<file path="config.mk">
export PLATFORM = sky130hd
export DESIGN_NAME = preemp_ctrl
export DESIGN_NICKNAME = d
export VERILOG_FILES = /design/src/rtl/preemp_ctrl_pkg.sv /design/src/rtl/preemp_ctrl_tag_pipe.sv /design/src/rtl/preemp_ctrl.sv
export SDC_FILE = /design/constraint.sdc
export NUM_CORES = 1
export LEC_CHECK = 0
export BUFFER_PORTS_ARGS = -buffer_cell sky130_fd_sc_hd__buf_4
export CAP_MARGIN = 20
export CORE_UTILIZATION = 40
export CTS_BUF_LIST = sky130_fd_sc_hd__clkbuf_2
export DETAILED_ROUTE_END_ITERATION = 10
export PLACE_DENSITY = 0.63
export REMOVE_ABC_BUFFERS = 1
export SLEW_MARGIN = 20
export SYNTH_ARGS = -nofsm -noshare
export SYNTH_HDL_FRONTEND = slang
export SYNTH_SLANG_ARGS = --single-unit
</file>
<file path="constraint.sdc">
create_clock -name clk -period 5.55 [get_ports clk]
set_input_delay 0.555 -clock clk [delete_from_list [all_inputs] [get_ports clk]]
set_output_delay 0.555 -clock clk [all_outputs]
set_load 0.02 [all_outputs]
</file>
<file path="src/rtl/preemp_ctrl_pkg.sv">
// Shared speech-frontend definitions: frame-buffer geometry, sample widths
// and the pre-emphasis sequencer state encoding.
package preemp_ctrl_pkg;

  localparam int unsigned BUF_DEPTH = 512;
  localparam int unsigned BUF_AW    = 9;
  localparam int unsigned SAMPLE_W  = 16;
  localparam int unsigned PE_W      = 17;

  typedef enum logic [2:0] {
    IDLE  = 3'd0,
    ARMED = 3'd1,
    ISSUE = 3'd2,
    HOLD  = 3'd3,
    DRAIN = 3'd4
  } pe_state_e;

endpackage

</file>
<file path="src/rtl/preemp_ctrl_tag_pipe.sv">
// Delay line marking which issue cycles expect a pe_out capture PE_LAT
// cycles later; flush drops every in-flight tag.
module pe_tag_pipe #(
  parameter int unsigned PE_LAT = 2
) (
  input  logic clk,
  input  logic reset,
  input  logic flush,
  input  logic tag_in,
  output logic tag_out_c,
  output logic pending_c
);

  logic [PE_LAT-1:0] tags;

  always_ff @(posedge clk or negedge reset) begin
    if (!reset) begin
      tags <= '0;
    end else if (flush) begin
      tags <= '0;
    end else begin
      tags <= PE_LAT'({tags, tag_in});
    end
  end

  assign tag_out_c = tags[PE_LAT-1];
  assign pending_c = |tags;

endmodule

</file>
<file path="src/rtl/preemp_ctrl.sv">
// Sequences samples through an external pre-emphasis stage and writes the
// results into a circular frame buffer, flagging analysis-frame boundaries.
module preemp_ctrl
  import preemp_ctrl_pkg::*;
#(
  parameter int unsigned FRAME_LEN   = 256,
  parameter int unsigned FRAME_SHIFT = 128,
  parameter int unsigned PE_LAT      = 2
) (
  input  logic                clk,
  input  logic                reset,
  input  logic                in_valid,
  input  logic [SAMPLE_W-1:0] in_data,
  output logic                in_ready,
  input  logic                utt_start,
  input  logic                utt_end,
  output logic [SAMPLE_W-1:0] pe_in,
  output logic                pe_en,
  output logic                pe_newspeech,
  input  logic [PE_W-1:0]     pe_out,
  output logic                wr_en,
  output logic [BUF_AW-1:0]   wr_addr,
  output logic [PE_W-1:0]     wr_data,
  output logic                frame_done,
  output logic [BUF_AW-1:0]   frame_base,
  output logic                utt_done,
  output logic                busy
);

  localparam int unsigned CNT_W = $clog2(FRAME_LEN) + 1;

  pe_state_e         state_q, state_d;
  logic              end_pend_q, end_pend_d;
  logic              first_q;
  logic              in_ready_d, busy_d, pe_en_d, pe_newspeech_d, utt_done_d;
  logic              accept_c, abort_c, capture_c, hit_c;
  logic              tag_in_c, tag_out_c, pending_c;
  logic [BUF_AW-1:0] wr_ptr;
  logic [CNT_W-1:0]  cnt_q;
  logic              seen_q;

  // Delimiters win over a coincident handshake; such a sample is dropped.
  assign accept_c  = in_valid & in_ready & ~utt_start & ~utt_end;
  assign abort_c   = utt_start & (state_q != IDLE);
  assign tag_in_c  = pe_en & ~pe_newspeech;
  assign capture_c = tag_out_c & ~abort_c;
  assign hit_c     = (cnt_q == (seen_q ? CNT_W'(FRAME_SHIFT - 1) : CNT_W'(FRAME_LEN - 1)));

  pe_tag_pipe #(.PE_LAT(PE_LAT)) u_tag_pipe (
    .clk       (clk),
    .reset     (reset),
    .flush     (abort_c),
    .tag_in    (tag_in_c),
    .tag_out_c (tag_out_c),
    .pending_c (pending_c)
  );

  always_ff @(posedge clk or negedge reset) begin
    if (!reset) state_q <= IDLE;
    else        state_q <= state_d;
  end

  always_comb begin
    state_d = state_q;
    case (state_q)
      IDLE:        if (utt_start) state_d = ARMED;
      ARMED, HOLD: begin
        if (utt_start)                  state_d = ARMED;
        else if (utt_end || end_pend_q) state_d = DRAIN;
        else if (accept_c)              state_d = ISSUE;
      end
      ISSUE:       state_d = utt_start ? ARMED : HOLD;
      DRAIN: begin
        if (utt_start)       state_d = ARMED;
        else if (!pending_c) state_d = IDLE;
      end
      default:     state_d = IDLE;
    endcase
  end

  // Outputs decode the next state so the registered copies line up with state_q.
  always_comb begin
    end_pend_d     = (state_q == ISSUE) & utt_end & ~utt_start;
    in_ready_d     = (state_d == ARMED) | ((state_d == HOLD) & ~end_pend_d);
    busy_d         = (state_d != IDLE);
    pe_en_d        = (state_d == ISSUE);
    pe_newspeech_d = (state_d == ISSUE) & first_q;
    utt_done_d     = (state_q == DRAIN) & (state_d == IDLE);
  end

  always_ff @(posedge clk or negedge reset) begin
    if (!reset) begin
      in_ready     <= 1'b0;
      busy         <= 1'b0;
      pe_en        <= 1'b0;
      pe_newspeech <= 1'b0;
      pe_in        <= '0;
      utt_done     <= 1'b0;
      end_pend_q   <= 1'b0;
      first_q      <= 1'b1;
    end else begin
      in_ready     <= in_ready_d;
      busy         <= busy_d;
      pe_en        <= pe_en_d;
      pe_newspeech <= pe_newspeech_d;
      utt_done     <= utt_done_d;
      end_pend_q   <= end_pend_d;
      if (utt_start)     first_q <= 1'b1;
      else if (accept_c) first_q <= 1'b0;
      if (accept_c)      pe_in   <= in_data;
    end
  end

  // Capture, circular write pointer and frame-boundary counting.
  always_ff @(posedge clk or negedge reset) begin
    if (!reset) begin
      wr_en      <= 1'b0;
      wr_addr    <= '0;
      wr_data    <= '0;
      wr_ptr     <= '0;
      frame_done <= 1'b0;
      frame_base <= '0;
      cnt_q      <= '0;
      seen_q     <= 1'b0;
    end else begin
      wr_en      <= capture_c;
      frame_done <= capture_c & hit_c;
      if (capture_c) begin
        wr_addr <= wr_ptr;
        wr_data <= pe_out;
        wr_ptr  <= wr_ptr + BUF_AW'(1);
      end
      if (capture_c && hit_c) frame_base <= wr_ptr - BUF_AW'(FRAME_LEN - 1);
      if (utt_start) begin
        cnt_q  <= '0;
        seen_q <= 1'b0;
      end else if (capture_c) begin
        cnt_q <= hit_c ? '0 : cnt_q + CNT_W'(1);
        if (hit_c) seen_q <= 1'b1;
      end
    end
  end

endmodule

</file>
==> impl_metrics.tcl <==
set metrics [dict create \
    synth.area.top_cells "dfrtp_1 60%, nand2_1 11%, mux2_2 5.2%, xnor2_1 3.6%, a21oi_1 2.3%" \
    cts_hold_buffers 0 \
    finalHoldViolCount 0 \
    p_total_uw 1330 \
    reg2reg_depth 5 \
    hold_class "primary input to async pin" \
    ctsHtreeMaxLevel 3 \
    cts_max_path_buffers 2 \
    critPathLaunchType "flop" \
    cts-root-buf "clkbuf_2" \
    r2r_start "state_q[2]" \
    initial_core_util 0.415 \
    synthDistinctLibCells 42 \
    overflow 0 \
    ir_drop_uv 181 \
    synth_top_flop_cell "dfrtp_1" \
    area_delta_synth_final_pct 27.6 \
    finalCriticalPeriod_ns 2.49 \
    setup-tns-final_ns 0 \
    cts_made_buffers 9 \
    regToRegSetupSlack_ns 3.06 \
    p_switching_uw 379 \
    maxCapViolations 0 \
    path_clk_slew_ns 0.22 \
    drt_iter0_markers 87 \
    avgSynthCellArea_um2 10.9 \
    power_leakage_uw 0.00225 \
    syn_area_mm2 0.00345 \
    cts_num_sinks 84 \
    final_common_cell "nand2_1" \
    synth_top_area_share 0.602 \
    synth_edf_count 0 \
    grt_max_degree 85 \
    swShare 0.286 \
    timing.rr.end "wr_ptr[7]" \
    core_area_mm2 0.00830 \
    syn_inst 317 \
    via_count 2549 \
    grt_pass1_wl_mm 11.6 \
    pwr-share-clk 0.267 \
    port_buffers 95 \
    critPathKind "flop to flop" \
    via_per_inst 4.88 \
    antenna_found_initial 0 \
    grt_pass1_vias 2520 \
    fp-row-count 33 \
    tritoncts "yes" \
    crit_fanout 37 \
    internal-power_uw 947 \
    p_seq_frac 0.537 \
    place_hpwl_mm 4.76 \
    drive_gt1_frac 0.333 \
    fmax_mhz 401 \
    slew_headroom 0.458 \
    drc 0 \
    whs_ns 0.0569 \
    grt_usage 0.168 \
    power_density_mw_per_mm2 301 \
    num-nets-final 452 \
    end_kind "flop" \
    async_flop_share 1.00 \
    yosys.area.top_type "dfrtp_1" \
    grt-busiest-layer "met2" \
    combPwrFrac 0.196 \
    rsz0062_at_grt "false" \
    crit_arrival_ns 2.89 \
    die_h_um 94.9 \
    yosysWarnings 0 \
    routedWlPerCell_um 13.5 \
    final_cell_mix "98 x nand2_1, 94 x buf_4, 83 x dfrtp_1" \
    use_met1 0.209 \
    worstMarginPinSlew_ns 0.806 \
    ys_seq_elements 84 \
    die_x_um 94.9 \
    crit_required_ns 5.95 \
    antenna_cells 0 \
    num_io_pins 96 \
    crit_start "state_q[2]" \
    dp_slack_ns 3.02 \
    insertion_delay_ns 0.50 \
    antenna_left 0 \
    ys_seq_area_frac 0.610 \
    regArea_mm2 0.00210 \
    setup_slack_ns 3.06 \
    post_cts_resized 0 \
    die-area_mm2 0.00900 \
    globalplace.congestion 0.751 \
    skew_ns 0.0271 \
    fillCellCount 763 \
    dr.pass1.iters 4 \
    wirelength_mm 7.03 \
    status "completed" \
    drv_slew 0 \
    multi_input_area_mm2 0.00129 \
    setup_viol 0 \
    postCtsSetupBuffers 0 \
    grt.met2_usage 0.267 \
    use_met3 0.0539 \
    fin_crit_sh 0.449 \
]
==> power by group through the flow <==
stage / logic (µW) / registers, µW / clock network (µW)
after global routing: 280 / 722 / 391
after detailed placement: 263 / 722 / 0
after CTS: 263 / 713 / 367
final: 259 / 712 / 354
after floorplan: 60.7 / 783 / 0
after global placement: 259 / 720 / 0
==> metrics by stage <==
stage	cells	util	area, µm²
floorplan	305	-	3390
global placement	505	0.512	4250
detailed placement	506	0.514	4270
CTS	522	0.530	4400
global route	522	0.530	4400
finish	522	0.530	4400
==> registers in the layout (all words and copies together), names as in the netlist <==
name,flops
busy,1
cnt_q,9
end_pend_q,1
first_q,1
frame_base,9
frame_done,1
in_ready,1
pe_en,1
pe_in,16
pe_newspeech,1
seen_q,1
state_q,3
u_tag_pipe.tags,2
utt_done,1
wr_addr,9
wr_data,17
wr_en,1
wr_ptr,9
==> final cells by class <==
type,instances,area share
Clock buffer,11,0.0125
Clock inverter,5,0.0173
Inverter,2,0.00171
Multi-Input combinational cell,219,0.294
Sequential cell,84,0.478
Tap cell,105,0.0299
Timing Repair Buffer,96,0.166
==> worst max-delay path, stage by stage, from the launching register on <==
cell and delay, ns:
dfrtp_1 0.49, o31ai_1 0.41, nand2_2 0.52, inv_2 0.66
nand2_1 0.14, xnor2_1 0.16
==> cell usage after synthesis (3+ instances only) <==
cell / count
mux2_4: 4
clkbuf_1: 5
nor2b_1: 3
mux2_2: 16
o21ai_0: 4
nand3_1: 8
buf_2: 4
nor3_1: 5
xor2_1: 4
xnor2_1: 14
nand3b_1: 3
dfrtp_1: 83
a21oi_1: 16
nand2_1: 98
nor2_1: 15
==> per-layer routing <==
metal,vias to the layer above,part of all wire
met3,8,0.062
met2,65,0.47
li1,1240,-
met1,1236,0.45
met4,0,0.012
met5,-,0
==> cell families (layout without fill, tap and decap cells) <==
kind of cell | Yosys count | count (layout) | share of synthesized area
muxes | 21 | 21 | 0.0726
AOI/OAI and AO/OA | 26 | 26 | 0.0417
DFF | 84 | 84 | 0.610
xor gates and xnor gates | 18 | 18 | 0.0457
and+or+nand+nor | 152 | 152 | 0.204
adders and majority gates | 2 | 2 | 0.00726
buffers and inverters | 14 | 114 | 0.0189
==> how the worst max path moves through the flow <==
| stage | to | slack [ns] | depth (start not counted) |
|---|---|---|---|
| 6_report | wr_ptr[7] | 3.06 | 5 |
| 2_1_floorplan | busy | 2.18 | 4 |
| 5_1_grt | wr_ptr[5] | 2.78 | 5 |
| 4_1_cts | wr_ptr[5] | 3.00 | 5 |
| 3_5_place_dp | wr_ptr[5] | 3.02 | 6 |
| 3_3_place_gp | busy | 2.85 | 5 |
(Power assumes the default switching activity.)
